--- src/rtl/hazard_ctrl_pkg.sv ---
// hazard_ctrl_pkg: FSM state encodings and forwarding-select codes shared by the hazard controller.
package hazard_ctrl_pkg;
    typedef enum logic {ST_RUN = 1'b0, ST_MEM_WAIT = 1'b1} state_t;
    localparam logic [1:0] FWD_RF  = 2'b00;
    localparam logic [1:0] FWD_WB  = 2'b01;
    localparam logic [1:0] FWD_MEM = 2'b10;
    // The MEM-stage result is younger than WB, so it wins when both match.
    function automatic logic [1:0] fwd_sel(input logic mem_hit, input logic wb_hit);
        return mem_hit ? FWD_MEM : wb_hit ? FWD_WB : FWD_RF;
    endfunction
endpackage

--- src/rtl/hazard_ctrl_sat_counter.sv ---
// sat_counter: up-counter that sticks at all-ones instead of wrapping.
module sat_counter #(
    parameter int CNT_W = 16
) (
    input  logic             clk,
    input  logic             rst,
    input  logic             inc,
    output logic [CNT_W-1:0] cnt
);
    always_ff @(posedge clk)
        if (rst) cnt <= '0;
        else if (inc && !(&cnt)) cnt <= cnt + 1'b1;
endmodule

--- src/rtl/hazard_ctrl.sv ---
// hazard_ctrl: 5-stage pipeline forwarding, load-use bubbles, branch flushes and data-memory freezes.
module hazard_ctrl
    import hazard_ctrl_pkg::*;
#(
    parameter int RA_W        = 5,
    parameter int FLUSH_DEPTH = 3,
    parameter int MEM_TIMEOUT = 16,
    parameter int CNT_W       = 16
) (
    input  logic             clk,
    input  logic             rst,
    input  logic [RA_W-1:0]  id_rs1,
    input  logic [RA_W-1:0]  id_rs2,
    input  logic [RA_W-1:0]  ex_rs1,
    input  logic [RA_W-1:0]  ex_rs2,
    input  logic [RA_W-1:0]  ex_rd,
    input  logic             ex_mem_read,
    input  logic [RA_W-1:0]  mem_rd,
    input  logic             mem_reg_write,
    input  logic [RA_W-1:0]  wb_rd,
    input  logic             wb_reg_write,
    input  logic             branch_taken,
    input  logic             mem_req,
    input  logic             mem_ready,
    output logic [1:0]       fwd_a,
    output logic [1:0]       fwd_b,
    output logic             pc_en,
    output logic             if_id_en,
    output logic             id_ex_en,
    output logic             ex_mem_en,
    output logic             mem_wb_en,
    output logic             if_id_flush,
    output logic             id_ex_flush,
    output logic             ex_mem_flush,
    output logic             mem_wb_flush,
    output logic             mem_err,
    output logic [CNT_W-1:0] stall_cnt,
    output logic [CNT_W-1:0] flush_cnt
);
    localparam int WC_W = MEM_TIMEOUT < 2 ? 1 : $clog2(MEM_TIMEOUT + 1);
    localparam logic [WC_W-1:0] TO = WC_W'(MEM_TIMEOUT);
    state_t state_q, state_d;
    logic [WC_W-1:0] wait_cnt, wc_d;
    logic pending_br, pb_d, load_use, timeout, freeze, br_flush, hz_flush;
    assign fwd_a = fwd_sel(mem_reg_write && ex_rs1 != '0 && mem_rd == ex_rs1,
                           wb_reg_write && ex_rs1 != '0 && wb_rd == ex_rs1);
    assign fwd_b = fwd_sel(mem_reg_write && ex_rs2 != '0 && mem_rd == ex_rs2,
                           wb_reg_write && ex_rs2 != '0 && wb_rd == ex_rs2);
    assign load_use = ex_mem_read && ex_rd != '0 && (ex_rd == id_rs1 || ex_rd == id_rs2);
    assign timeout = MEM_TIMEOUT != 0 && wait_cnt == TO;
    always_comb begin
        state_d = state_q;
        wc_d = wait_cnt;
        pb_d = pending_br;
        freeze = 1'b0;
        br_flush = 1'b0;
        mem_err = 1'b0;
        pc_en = 1'b1;
        if_id_en = 1'b1;
        id_ex_en = 1'b1;
        ex_mem_en = 1'b1;
        mem_wb_en = 1'b1;
        if_id_flush = 1'b0;
        id_ex_flush = 1'b0;
        ex_mem_flush = 1'b0;
        mem_wb_flush = 1'b0;
        hz_flush = 1'b0;
        if (state_q == ST_RUN) begin
            if (mem_req && !mem_ready) begin
                freeze = 1'b1;
                state_d = ST_MEM_WAIT;
                wc_d = WC_W'(1);
                pb_d = branch_taken;
            end else if (branch_taken) begin
                br_flush = 1'b1;
            end else if (load_use) begin
                pc_en = 1'b0;
                if_id_en = 1'b0;
                id_ex_flush = 1'b1;
                hz_flush = 1'b1;
            end
        end else if (mem_ready) begin
            state_d = ST_RUN;
            br_flush = pending_br;
            pb_d = 1'b0;
        end else if (timeout) begin
            state_d = ST_RUN;
            mem_err = 1'b1;
            ex_mem_flush = 1'b1;
            pb_d = 1'b0;
        end else begin
            freeze = 1'b1;
            wc_d = wait_cnt + 1'b1;
        end
        if (freeze) begin
            pc_en = 1'b0;
            if_id_en = 1'b0;
            id_ex_en = 1'b0;
            ex_mem_en = 1'b0;
            mem_wb_en = 1'b0;
            mem_wb_flush = 1'b1;
        end
        // Youngest stages are flushed first; depth decides how far back the squash reaches.
        if (br_flush) begin
            if_id_flush = 1'b1;
            id_ex_flush = id_ex_flush || FLUSH_DEPTH >= 2;
            ex_mem_flush = ex_mem_flush || FLUSH_DEPTH >= 3;
            hz_flush = 1'b1;
        end
    end
    always_ff @(posedge clk)
        if (rst) begin
            state_q <= ST_RUN;
            wait_cnt <= '0;
            pending_br <= 1'b0;
        end else begin
            state_q <= state_d;
            wait_cnt <= wc_d;
            pending_br <= pb_d;
        end
    sat_counter #(.CNT_W(CNT_W)) u_stall_cnt (.clk(clk), .rst(rst), .inc(!pc_en), .cnt(stall_cnt));
    sat_counter #(.CNT_W(CNT_W)) u_flush_cnt (.clk(clk), .rst(rst), .inc(hz_flush), .cnt(flush_cnt));
endmodule

--- config.mk ---
export PLATFORM = sky130hd
export DESIGN_NAME = hazard_ctrl
export DESIGN_NICKNAME = d
export VERILOG_FILES = /design/src/rtl/hazard_ctrl_pkg.sv /design/src/rtl/hazard_ctrl_sat_counter.sv /design/src/rtl/hazard_ctrl.sv
export SDC_FILE = /design/constraint.sdc
export NUM_CORES = 1
export LEC_CHECK = 0
export CORE_ASPECT_RATIO = 1.5
export CORE_MARGIN = 2
export CORE_UTILIZATION = 49
export DETAILED_ROUTE_END_ITERATION = 16
export PLACE_DENSITY = 0.9
export SLEW_MARGIN = 25
export SYNTH_ARGS = -nofsm -noshare
export SYNTH_HDL_FRONTEND = slang
export SYNTH_SLANG_ARGS = --single-unit
export TNS_END_PERCENT = 30
--- constraint.sdc ---
create_clock -name clk -period 6.7 [get_ports clk]
set_clock_uncertainty 0.1 [all_clocks]
set_input_delay 1.34 -clock clk [delete_from_list [all_inputs] [get_ports clk]]
set_output_delay 1.34 -clock clk [all_outputs]
set_load 0.05 [all_outputs]
==> flow_summary.html <==
<table>
<tr><th>Metric</th><th>Value</th></tr>
<tr><th colspan="2">Clock tree</th></tr>
<tr><td>Clock tree from TritonCTS</td><td>built</td></tr>
<tr><td>Clock insertion delay at the later pin of the skew report</td><td>just under 0.3 ns</td></tr>
<tr><td>CTS clk-pin slew, worst paths</td><td>about 0.08 ns</td></tr>
<tr><td>CTS H-Tree Depth</td><td>2</td></tr>
<tr><td>Maximum buffer depth of the clock tree</td><td>2</td></tr>
<tr><td>Number of buffers added by the clock tree synthesis step</td><td>5</td></tr>
<tr><td>Cts hold-fix bufs</td><td>0</td></tr>
<tr><td>CTS resizes</td><td>0</td></tr>
<tr><td>Post-CTS setup buffer count</td><td>0</td></tr>
<tr><td>Root buffer selected by CTS</td><td>clkbuf_8</td></tr>
<tr><td>Total clock sinks</td><td>39</td></tr>
<tr><th colspan="2">Placement</th></tr>
<tr><td>Half-perimeter wire length of the detailed placement result</td><td>4839 µm</td></tr>
<tr><td>Count of input and output buffers</td><td>between 80 and 90</td></tr>
<tr><td>Routability congestion estimate from global placement</td><td>0.8342</td></tr>
<tr><th colspan="2">Drt</th></tr>
<tr><td>Detailed-routing iteration count for the pre-antenna-repair pass</td><td>4</td></tr>
<tr><td>Met1 Wirelength</td><td>about 2200 µm</td></tr>
<tr><td>Per-cell routed wire length</td><td>between 10 and 15 µm</td></tr>
<tr><td>Via/cell ratio</td><td>between 5 and 6</td></tr>
<tr><td>Top sig layer</td><td>met4</td></tr>
<tr><td>Count of antenna-violating nets left after detailed routing</td><td>0</td></tr>
<tr><td>Total via count in the routed design</td><td>approximately 2.6k</td></tr>
<tr><td>Residual DRC count</td><td>0</td></tr>
<tr><td>Detailed-routed wire length on met3</td><td>~420 µm</td></tr>
<tr><td>Initial DRC count</td><td>41</td></tr>
<tr><td>Sum of routed wire length over all layers</td><td>between 6000 and 7000 µm</td></tr>
<tr><td>Total met2 wirelength after detailed routing</td><td>3440 µm</td></tr>
<tr><th colspan="2">Critical path</th></tr>
<tr><td>Worst reg2reg startpoint</td><td>wait_cnt[0]</td></tr>
<tr><td>Crit Path Category</td><td>primary input to primary output</td></tr>
<tr><td>Slowest library cell on the worst path</td><td>clkdlybuf4s50_1</td></tr>
<tr><td>R2R depth</td><td>9</td></tr>
<tr><td>Crit path buf inv count</td><td>3</td></tr>
<tr><td>Top cell by count, worst path</td><td>clkdlybuf4s50_1</td></tr>
<tr><td>Cell Chain, Critical Path</td><td>clkdlybuf4s50_1 &gt; or4_1 &gt; o2111ai_1 &gt; o21ai_1 &gt; inv_2 &gt; clkdlybuf4s50_1</td></tr>
<tr><td>Slack of the worst reg-to-reg path</td><td>4.18 ns</td></tr>
<tr><td>Worst setup SP type</td><td>primary input</td></tr>
<tr><td>Cell type group with the largest total delay on the critical path</td><td>buffers and inverters</td></tr>
<tr><td>Crit Reg-Reg Endpoint</td><td>u_stall_cnt.cnt[0]</td></tr>
<tr><td>Largest fanout on the critical path</td><td>27</td></tr>
<tr><td>Maximum single-stage delay on the critical path</td><td>between 0.8 and 0.9 ns</td></tr>
<tr><td>Count of cell instances traversed by the critical path</td><td>6</td></tr>
<tr><td>Endpoint kind of the worst setup timing path</td><td>primary output</td></tr>
<tr><td>Data required time at the worst endpoint</td><td>~5.3 ns</td></tr>
<tr><td>Data arrival time of the worst path</td><td>4.02 ns</td></tr>
<tr><th colspan="2">GRT</th></tr>
<tr><td>Congestion Overflow GR</td><td>0</td></tr>
<tr><td>Initial antenna violation count</td><td>0</td></tr>
<tr><td>Global-route usage over all layers</td><td>0.2187</td></tr>
<tr><td>Largest net degree at the start of global routing</td><td>47</td></tr>
<tr><td>Vias in the first global route</td><td>roughly 2.3k</td></tr>
<tr><td>First-pass GRT wire length</td><td>slightly below 10000 µm</td></tr>
<tr><th colspan="2">Min path</th></tr>
<tr><td>Class of the worst hold path</td><td>register to register</td></tr>
<tr><td>Hold path startpoint</td><td>pending_br</td></tr>
<tr><td>Endpoint, Worst Hold</td><td>pending_br</td></tr>
<tr><td>Number of cells traversed by the worst hold path</td><td>2</td></tr>
<tr><th colspan="2">Die</th></tr>
<tr><td>Initial core utilization</td><td>0.5099</td></tr>
<tr><td>Total Die Area</td><td>~5600 µm²</td></tr>
<tr><td>Die extent in y</td><td>between 90 and 100 µm</td></tr>
<tr><td>Width of the die</td><td>slightly above 60 µm</td></tr>
<tr><td>Number of cell rows</td><td>31</td></tr>
<tr><td>Area inside the core boundary</td><td>4848 µm²</td></tr>
<tr><td>Num ports</td><td>89</td></tr>
<tr><th colspan="2">STA</th></tr>
<tr><td>Max Fclk</td><td>around 180 MHz</td></tr>
<tr><td>Endpoints failing hold</td><td>0</td></tr>
<tr><td>Sum of negative setup slack</td><td>0 ns</td></tr>
<tr><td>Number of slew-limit violations in the final report</td><td>0</td></tr>
<tr><td>Clock period minus final worst setup slack</td><td>~5.5 ns</td></tr>
<tr><td>Final hold slack</td><td>0.3880 ns</td></tr>
<tr><td>Post-route clock period utilization</td><td>0.8146</td></tr>
<tr><td>Transition time of the tightest slew-check pin</td><td>approximately 0.96 ns</td></tr>
<tr><td>Setup repair after global routing missed its margin</td><td>false</td></tr>
<tr><td>Setup violators final</td><td>0</td></tr>
<tr><td>Rel. slew slack</td><td>0.3585</td></tr>
<tr><th colspan="2">Yosys</th></tr>
<tr><td>Number of nets produced by synthesis</td><td>around 350</td></tr>
<tr><td>Sequential fraction of the synthesis area</td><td>0.3158</td></tr>
<tr><td>Number of distinct library cells after synthesis</td><td>49</td></tr>
<tr><td>Post-Synthesis Cell Area</td><td>~2500 µm²</td></tr>
<tr><td>Cell types with the largest area share after synthesis</td><td>dfxtp_1, xnor2_1, a21oi_1</td></tr>
<tr><td>Number of standard cells after synthesis</td><td>a little over 300</td></tr>
<tr><td>FF+latch count, synth</td><td>39</td></tr>
<tr><td>Library cell occupying the most area in the post-synthesis netlist</td><td>dfxtp_1</td></tr>
<tr><td>Synth top area share</td><td>0.3158</td></tr>
<tr><td>Average cell area after synthesis</td><td>roughly 8.1 µm²</td></tr>
<tr><td>Count of warnings emitted by yosys</td><td>0</td></tr>
<tr><th colspan="2">Layout</th></tr>
<tr><td>Final Util</td><td>0.7099</td></tr>
<tr><td>Ratio of cells with drive above 1 in the final layout</td><td>0.05155</td></tr>
<tr><td>Most common cell after layout, fill and taps aside</td><td>clkdlybuf4s50_1</td></tr>
<tr><td>Final antenna diode count</td><td>0</td></tr>
<tr><td>Most used cells in the layout excluding fill and tap cells</td><td>clkdlybuf4s50_1, dfxtp_1, xnor2_1</td></tr>
<tr><td># nets final</td><td>roughly 430</td></tr>
<tr><td>Synth-to-Final Area Change</td><td>39.22%</td></tr>
<tr><th colspan="2">Power and ir drop</th></tr>
<tr><td>Sequential power share</td><td>0.461</td></tr>
<tr><td>P_sw</td><td>around 0.00016 W</td></tr>
<tr><td>Switching share of power</td><td>0.3006</td></tr>
<tr><td>Pint</td><td>0.0003622 W</td></tr>
<tr><td>Power share of the combinational group</td><td>0.234</td></tr>
<tr><td>Cell leakage power</td><td>between 1 and 1.5 nW</td></tr>
<tr><td>Worst IR Drop VDD</td><td>0.1172 mV</td></tr>
<tr><td>Clock network fraction of design power</td><td>0.306</td></tr>
<tr><td>Power per unit of standard cell area</td><td>150.5 nW/µm²</td></tr>
<tr><th colspan="2">Run</th></tr>
<tr><td>Maxcap violations</td><td>0</td></tr>
<tr><th colspan="2">Run status</th></tr>
<tr><td>Status</td><td>completed</td></tr>
</table>
-- synthesized netlist by cell type (all sizes together) --
| cell | instances |
|---|---|
| nor4b | 1 |
| and2 | 2 |
| nand4b | 1 |
| nor2b | 8 |
| xor2 | 7 |
| nand2 | 22 |
| nand4bb | 1 |
| nand2b | 7 |
| xnor2 | 26 |
| clkbuf | 6 |
| o21bai | 1 |
| o2111ai | 2 |
| o21ai | 16 |
| a211oi | 1 |
| nand3 | 11 |
| buf | 9 |
| and2b | 1 |
| inv | 8 |
| mux2 | 7 |
| nand4 | 13 |
| and3 | 6 |
| or2 | 1 |
| nor2 | 25 |
| a32oi | 1 |
| nor3 | 5 |
| nor3b | 2 |
| or4 | 10 |
| o31ai | 8 |
| ha | 4 |
| o2111a | 1 |
| mux2i | 2 |
| nor4 | 7 |
| o22a | 1 |
| and4 | 1 |
| dfxtp | 39 |
| nand3b | 1 |
| a311oi | 2 |
| a21oi | 25 |
| or3 | 13 |
| o22ai | 2 |
-- how the worst max path moves through the flow --
stage | startpoint | end | slack [ns]
after floorplan | ex_rs1[1] | fwd_a[0] | 1.45
after global placement | ex_rd[1] | pc_en | 1.29
after detailed placement | ex_rd[1] | pc_en | 1.24
after CTS | ex_rd[1] | pc_en | 1.23
after global routing | ex_rd[1] | if_id_en | 1.11
final | ex_rd[1] | pc_en | 1.24
-- final cells by class --
| cell class | count | area, µm² |
|---|---|---|
| clock inverters | 2 | 12.51 |
| repair buffers | 89 | 888.4 |
| inverters | 8 | 30.03 |
| well taps | 66 | 82.58 |
| fillers | 401 | 1406 |
| flip-flops and latches | 39 | 780.7 |
| multi-input cells | 244 | 1575 |
| clock buffers | 6 | 72.57 |
-- layer usage --
metal,vias up,global-route usage
met1,1198,0.2219
met4,0,0.07624
met3,8,0.04986
met2,79,0.4054
li1,1274,-
met5,-,0
-- flip-flops by register name, summed over array words and instances (netlist names) --
register / count
state_q: 1
pending_br: 1
u_stall_cnt.cnt: 16
u_flush_cnt.cnt: 16
wait_cnt: 5
-- worst min-delay path, cell delays in order (launching register included) --
cell and delay [ns]:
dfxtp_1 0.31, o21ai_0 0.07, a21oi_1 0.06
-- cells by family after synthesis --
logic type / after synthesis / synth area share
AO/OA/AOI/OAI: 60 / 0.1488
flip-flops: 39 / 0.3158
multiplexers: 9 / 0.04149
adder cells (fa/ha/maj): 4 / 0.02024
buffers and inverters: 23 / 0.04706
XOR/XNOR: 33 / 0.1169
AND/OR/NAND/NOR: 138 / 0.3097
-- power groups by stage --
stage,Combinational (W),Sequential (W),Clock [W]
final,0.000121,0.000239,0.000158
after global routing,0.000131,0.000239,0.000169
after CTS,0.000122,0.000239,0.000160
after detailed placement,0.000122,0.000244,0
after global placement,0.000119,0.000244,0
after floorplan,0.0000663,0.000251,0
-- per-stage QoR --
stage                     setup slack, ns   power, W  std cells  area (µm²)
final                               1.242  0.0005179        454        3442
after detailed placement            1.241  0.0003659        446        3357
after floorplan                     1.446  0.0003169        306        2472
after global routing                1.114  0.0005387        454        3442
after CTS                           1.225  0.0005211        454        3442
after global placement              1.287  0.0003626        446        3357
Note: power is estimated with default switching activity, not from simulation.
